### src/rtl/puf_crp_sequencer_if.sv
// Byte-stream / PUF-core signal bundle for the CRP sequencer.
// master = environment (UART + PUF core), slave = sequencer.
interface puf_crp_sequencer_if #(
  parameter int CHAL_BYTES = 8,
  parameter int RESP_BYTES = 4
);
  logic [7:0]              rx_data;
  logic                    rx_valid;
  logic [7:0]              tx_data;
  logic                    tx_valid;
  logic                    tx_ready;
  logic [CHAL_BYTES*8-1:0] puf_challenge;
  logic                    puf_start;
  logic                    puf_done;
  logic [RESP_BYTES*8-1:0] puf_response;

  modport master (
    output rx_data, rx_valid, tx_ready, puf_done, puf_response,
    input  tx_data, tx_valid, puf_challenge, puf_start
  );

  modport slave (
    input  rx_data, rx_valid, tx_ready, puf_done, puf_response,
    output tx_data, tx_valid, puf_challenge, puf_start
  );
endinterface

### src/rtl/puf_crp_sequencer.sv
// Frames UART bytes into a PUF challenge, runs one evaluation, returns the response LSB first.
// Optional WAIT timeout with error reply 8'hEE is enabled by defining CRP_TIMEOUT_EN.
module puf_crp_sequencer #(
  parameter int         CHAL_BYTES  = 8,
  parameter int         RESP_BYTES  = 4,
  parameter logic [7:0] CMD_BYTE    = 8'hA5,
  parameter int         TIMEOUT_CYC = 1024
) (
  input  logic                clk_i,
  input  logic                rst_ni,
  puf_crp_sequencer_if.slave  bus,
  output logic                busy_o,
  output logic                err_o,
  output logic [2:0]          state_dbg_o
);
  localparam int MAXB = (CHAL_BYTES > RESP_BYTES) ? CHAL_BYTES : RESP_BYTES;
  localparam int CW   = $clog2(MAXB) + 1;

  typedef enum logic [2:0] {
    S_IDLE  = 3'd0,
    S_RX    = 3'd1,
    S_START = 3'd2,
    S_WAIT  = 3'd3,
    S_TX    = 3'd4,
    S_ERR   = 3'd5
  } state_e;

  state_e                  state_q, state_d;
  logic [CW-1:0]           cnt_q, cnt_d;
  logic [CHAL_BYTES*8-1:0] chal_q, chal_d;
  logic [RESP_BYTES*8-1:0] resp_q, resp_d;
  logic                    err_q, err_d;
  logic                    tx_valid, puf_start;
  logic [7:0]              tx_data;

`ifdef CRP_TIMEOUT_EN
  localparam int TW = $clog2(TIMEOUT_CYC + 1);
  logic [TW-1:0] tmo_q, tmo_d;
`endif

  always_ff @(posedge clk_i) begin
    if (!rst_ni) begin
      state_q <= S_IDLE;
      cnt_q   <= '0;
      chal_q  <= '0;
      resp_q  <= '0;
      err_q   <= 1'b0;
`ifdef CRP_TIMEOUT_EN
      tmo_q   <= '0;
`endif
    end else begin
      state_q <= state_d;
      cnt_q   <= cnt_d;
      chal_q  <= chal_d;
      resp_q  <= resp_d;
      err_q   <= err_d;
`ifdef CRP_TIMEOUT_EN
      tmo_q   <= tmo_d;
`endif
    end
  end

  always_comb begin
    state_d   = state_q;
    cnt_d     = cnt_q;
    chal_d    = chal_q;
    resp_d    = resp_q;
    err_d     = err_q;
    tx_valid  = 1'b0;
    tx_data   = 8'h00;
    puf_start = 1'b0;
`ifdef CRP_TIMEOUT_EN
    tmo_d     = tmo_q;
`endif
    case (state_q)
      S_IDLE: begin
        if (bus.rx_valid && bus.rx_data == CMD_BYTE) begin
          state_d = S_RX;
          cnt_d   = '0;
          err_d   = 1'b0;
        end
      end
      // CMD_BYTE inside a frame is plain payload; no resync.
      S_RX: begin
        if (bus.rx_valid) begin
          chal_d[8*cnt_q +: 8] = bus.rx_data;
          if (cnt_q == CW'(CHAL_BYTES - 1)) state_d = S_START;
          else                              cnt_d   = cnt_q + 1'b1;
        end
      end
      S_START: begin
        puf_start = 1'b1;
        state_d   = S_WAIT;
`ifdef CRP_TIMEOUT_EN
        tmo_d     = '0;
`endif
      end
      // puf_done has priority over a timeout expiring in the same cycle.
      S_WAIT: begin
        if (bus.puf_done) begin
          resp_d  = bus.puf_response;
          cnt_d   = '0;
          state_d = S_TX;
        end
`ifdef CRP_TIMEOUT_EN
        else if (tmo_q == TW'(TIMEOUT_CYC - 1)) begin
          err_d   = 1'b1;
          state_d = S_ERR;
        end else begin
          tmo_d = tmo_q + 1'b1;
        end
`endif
      end
      S_TX: begin
        tx_valid = 1'b1;
        tx_data  = resp_q[8*cnt_q +: 8];
        if (bus.tx_ready) begin
          if (cnt_q == CW'(RESP_BYTES - 1)) begin
            state_d = S_IDLE;
            cnt_d   = '0;
          end else begin
            cnt_d = cnt_q + 1'b1;
          end
        end
      end
      S_ERR: begin
        tx_valid = 1'b1;
        tx_data  = 8'hEE;
        if (bus.tx_ready) state_d = S_IDLE;
      end
      default: state_d = S_IDLE;
    endcase
  end

  assign bus.tx_valid      = tx_valid;
  assign bus.tx_data       = tx_data;
  assign bus.puf_start     = puf_start;
  assign bus.puf_challenge = chal_q;
  assign busy_o            = (state_q != S_IDLE);
  assign err_o             = err_q;
  assign state_dbg_o       = state_q;
endmodule

### src/flat_wrapper.sv
// flat-port wrapper written by rule: the top's interface ports become plain ports
module puf_crp_sequencer_flat 
#(
  parameter int         CHAL_BYTES  = 8,
  parameter int         RESP_BYTES  = 4,
  parameter logic [7:0] CMD_BYTE    = 8'hA5,
  parameter int         TIMEOUT_CYC = 1024
)
  (clk_i, rst_ni, busy_o, err_o, state_dbg_o, bus_rx_data, bus_rx_valid, bus_tx_ready, bus_puf_done, bus_puf_response, bus_tx_data, bus_tx_valid, bus_puf_challenge, bus_puf_start);
  puf_crp_sequencer_if #(.CHAL_BYTES(CHAL_BYTES), .RESP_BYTES(RESP_BYTES)) bus_i ();
  input  logic clk_i;
  input  logic rst_ni;
  output logic busy_o;
  output logic err_o;
  output logic [2:0] state_dbg_o;
  input wire logic [$bits(bus_i.rx_data)-1:0] bus_rx_data;
  input wire logic [$bits(bus_i.rx_valid)-1:0] bus_rx_valid;
  input wire logic [$bits(bus_i.tx_ready)-1:0] bus_tx_ready;
  input wire logic [$bits(bus_i.puf_done)-1:0] bus_puf_done;
  input wire logic [$bits(bus_i.puf_response)-1:0] bus_puf_response;
  output wire logic [$bits(bus_i.tx_data)-1:0] bus_tx_data;
  output wire logic [$bits(bus_i.tx_valid)-1:0] bus_tx_valid;
  output wire logic [$bits(bus_i.puf_challenge)-1:0] bus_puf_challenge;
  output wire logic [$bits(bus_i.puf_start)-1:0] bus_puf_start;
  assign bus_i.rx_data = bus_rx_data;
  assign bus_i.rx_valid = bus_rx_valid;
  assign bus_i.tx_ready = bus_tx_ready;
  assign bus_i.puf_done = bus_puf_done;
  assign bus_i.puf_response = bus_puf_response;
  assign bus_tx_data = bus_i.tx_data;
  assign bus_tx_valid = bus_i.tx_valid;
  assign bus_puf_challenge = bus_i.puf_challenge;
  assign bus_puf_start = bus_i.puf_start;
  puf_crp_sequencer #(.CHAL_BYTES(CHAL_BYTES), .RESP_BYTES(RESP_BYTES), .CMD_BYTE(CMD_BYTE), .TIMEOUT_CYC(TIMEOUT_CYC)) u_core (.clk_i(clk_i), .rst_ni(rst_ni), .bus(bus_i), .busy_o(busy_o), .err_o(err_o), .state_dbg_o(state_dbg_o));
endmodule
### config.mk
export PLATFORM = sky130hd
export DESIGN_NAME = puf_crp_sequencer_flat
export DESIGN_NICKNAME = d
export VERILOG_FILES = /design/src/rtl/puf_crp_sequencer_if.sv /design/src/rtl/puf_crp_sequencer.sv /design/src/flat_wrapper.sv
export SDC_FILE = /design/constraint.sdc
export NUM_CORES = 1
export LEC_CHECK = 0
export BUFFER_PORTS_ARGS = -buffer_cell sky130_fd_sc_hd__buf_2
export CAP_MARGIN = 5
export CORE_AREA = 2 2 95 97
export CTS_BUF_LIST = sky130_fd_sc_hd__clkbuf_4 sky130_fd_sc_hd__clkbuf_8 sky130_fd_sc_hd__clkbuf_16
export CTS_CLUSTER_SIZE = 8
export DETAILED_ROUTE_END_ITERATION = 6
export DIE_AREA = 0 0 97 99
export PLACE_DENSITY_LB_ADDON = 0.1
export SLEW_MARGIN = 20
export SYNTH_ARGS = -nofsm -noshare
export SYNTH_HDL_FRONTEND = slang
export SYNTH_SLANG_ARGS = --single-unit
export TNS_END_PERCENT = 1
### constraint.sdc
create_clock -name clk_i -period 3.9 [get_ports clk_i]
set_input_delay 0.975 -clock clk_i [delete_from_list [all_inputs] [get_ports clk_i]]
set_output_delay 0.975 -clock clk_i [all_outputs]
set_load 0.03 [all_outputs]
==> impl_metrics.csv <==
group,metric,value,unit
outcome,outcome,"finished clean",
logic_synthesis,synth_fp_nets,617,
drt,drt-initial-drc-count,212,
setup_path,crit_fanout,13,
cts,worstSkewPairLatency,0.36,ns
run,drv_cap,0,
place,dpl_worst_slack,0.9782,ns
place,dpl_cell_area,0.005350,mm^2
logic_synthesis,yosysTopAreaCell,"dfxtp_1",
place,port_buffers,122,
cells_and_area,drive_gt1_frac,0.2470,
grt,grt_start_max_net_pins,96,
timing,rsz0062_at_grt,"false",
drt,ant_nets,0,
logic_synthesis,synth_common_cells,"nand2_1 (133), dfxtp_1 (103), a21boi_0 (56), nand3_1 (43), clkbuf_1 (25)",
timing,tightest_slew,0.9856,ns
cts,clk_pin_slew,0.09,ns
timing,final.setup_skew,0.01096,ns
cts,cts_hold_buffers,0,
grt,antenna_found_initial,1,
cells_and_area,final_cell_count_no_fill,768,
timing,fin_crit,3.167,ns
setup_path,crit_type,"flip-flop to output port",
timing,fin_setup_tns,0,ns
logic_synthesis,synth_edf_count,0,
min_path,worstHoldPathCells,2,
timing,setup_viol,0,
cells_and_area,utilization,0.6468,
grt,grtUsageTotal,0.2395,
setup_path,endpoint_kind,"output port",
timing,maxSlewHeadroom,0.3394,
pwr,p_total,1.728,mW
logic_synthesis,syn_inst,566,
floorplan,core-area,0.008551,mm^2
timing,finalHoldViolCount,0,
logic_synthesis,yosys_warnings,0,
cts,cts_max_path_buffers,2,
drt,drc,0,
logic_synthesis,synth_cell_types,55,
logic_synthesis,yosysSeqAreaShare,0.4296,
floorplan,die_w,97,um
timing,timing.final.ws_setup,0.7328,ns
cts,root_buffer,"clkbuf_8",
timing,fmax,315.7,MHz
logic_synthesis,synth_most_common_cell,"nand2_1",
drt,drt-wirelength-per-cell,15.08,um
setup_path,rr_worst_depth,7,
grt,grt_pass1_vias,3859,
min_path,min-delay-start,"u_core.bus.puf_challenge[50]",
setup_path,critPathRequiredTime,2.92,ns
cts,post_cts_resized,0,
floorplan,initial_core_util,0.5613,
logic_synthesis,synth_top_area_share,0.4296,
drt,route.vias.total,4182,
cells_and_area,final_area,0.005530,mm^2
floorplan,dieArea,0.009603,mm^2
logic_synthesis,syn_avg_cell_area,8.480,um^2
place,placed_cells,753,
cells_and_area,nNetsFinal,707,
grt,grt-ovfl-total,0,
logic_synthesis,synth_seq_cells,103,
floorplan,die_h,99,um
cts,cts-htree-levels,3,
cts,numCtsBuffers,9,
drt,vias_per_cell,5.445,
setup_path,cp_data_arrival_time,2.19,ns
grt,grt_pass1_wl,18.87,mm
logic_synthesis,synth_ff_type,"dfxtp_1",
place,dpl.hpwl,8.000,mm
logic_synthesis,async_flop_share,0,
min_path,hp-class,"flip-flop to flip-flop",
setup_path,worst_setup_path_start_kind,"flip-flop",
floorplan,row_count,34,
cts,cts.sinks,103,
pwr,leakagePower,2.116,nW
cells_and_area,diodes,0,
setup_path,crit-reg2reg-launch,"u_core.cnt_q[0]",
drt,drt_pre_antenna_iters,5,
setup_path,timing.rr.end,"u_core.bus.puf_challenge[35]",
setup_path,r2r_setup_slack,0.97,ns
pwr,power.density,312.4,mW/mm^2
cts,cts_setup_buffers,0,
pwr,irDropWorstVdd,0.1566,mV
logic_synthesis,synth_area_leaders,"dfxtp_1 (43%), nand2_1 (10%), a21boi_0 (8.8%)",
drt,wirelength,11.58,mm
min_path,whs_endpoint,"u_core.bus.puf_challenge[50]",
place,gp_congestion,0.9290,
timing,drv_slew,0,
logic_synthesis,syn-cell-area,0.004800,mm^2
timing,fin_hold_ws,0.4571,ns
floorplan,ios,124,
cts,cts_tree,"built",
timing,post-route-period-util,0.8121,
cells_and_area,area_growth,15.22,%
state kept, by name, indices dropped and copies added (netlist names):
name                      count
u_core.resp_q                32
u_core.bus.puf_challenge     64
u_core.state_dbg_o            3
u_core.cnt_q                  4
worst max-delay path, cell delays in order (launching register included):
cell,delay (ns)
dfxtp_1,0.63
inv_1,0.14
nor2_1,0.24
nand3_1,0.31
o21ai_0,0.27
buf_2,0.23
logic make-up after synthesis:
| logic type | Yosys count | synth area share |
|---|---|---|
| mux | 17 | 0.05631 |
| flops | 103 | 0.4296 |
| fa+ha+maj | 6 | 0.01564 |
| other cells | 1 | 0.0007813 |
| buf+inv | 62 | 0.05865 |
| compound gates | 115 | 0.1650 |
| simple gates | 259 | 0.2646 |
| xor+xnor | 3 | 0.009386 |
cell usage in the layout (no fill, tap or decap), drive strengths merged, types with 3 or more instances in the layout:
master	n
a21boi	66
a21oi	19
and2	4
and3	4
buf	126
clkbuf	12
dfxtp	103
ha	6
inv	15
mux2i	9
mux4	8
nand2	134
nand3	44
nand4	11
nor2	21
nor2b	20
nor3	5
nor4	3
o21ai	16
area by class of cell:
type	count	area, um^2
flip-flops and latches	103	2062
multi-input cells	401	2464
well taps	108	135.1
clock inverters	3	20.02
repair buffers	126	640.6
clock buffers	12	152.6
inverters	15	56.30
fillers	789	3020
metal layers:
layer  share of wire  global-route usage  up-vias
met5         0.00095                   0        -
met4           0.017             0.09859        2
met3           0.060             0.04397       19
met2            0.43              0.3526      128
met1            0.49              0.3474     1937
li1                -                   -     2096
worst max-delay path by stage:
stage | cells after the start | slack (ns) | to | startpoint
floorplan | 5 | 0.53 | bus_tx_data[1] | u_core.state_dbg_o[2]
global placement | 5 | 1.07 | u_core.bus.puf_challenge[26] | u_core.cnt_q[0]
detailed placement | 5 | 0.98 | u_core.bus.puf_challenge[62] | u_core.cnt_q[0]
CTS | 5 | 0.74 | bus_tx_data[7] | u_core.state_dbg_o[2]
global route | 5 | 0.46 | bus_tx_data[5] | u_core.state_dbg_o[2]
finish | 5 | 0.73 | bus_tx_data[2] | u_core.state_dbg_o[2]
report_power, final:
group	internal [mW]	total, mW	switching [mW]
registers	1.05	1.05	0.000300
clock network	0.260	0.604	0.344
logic	0.0310	0.0727	0.0417
total	1.34	1.73	0.386
Note: power is estimated with default switching activity, not from simulation.
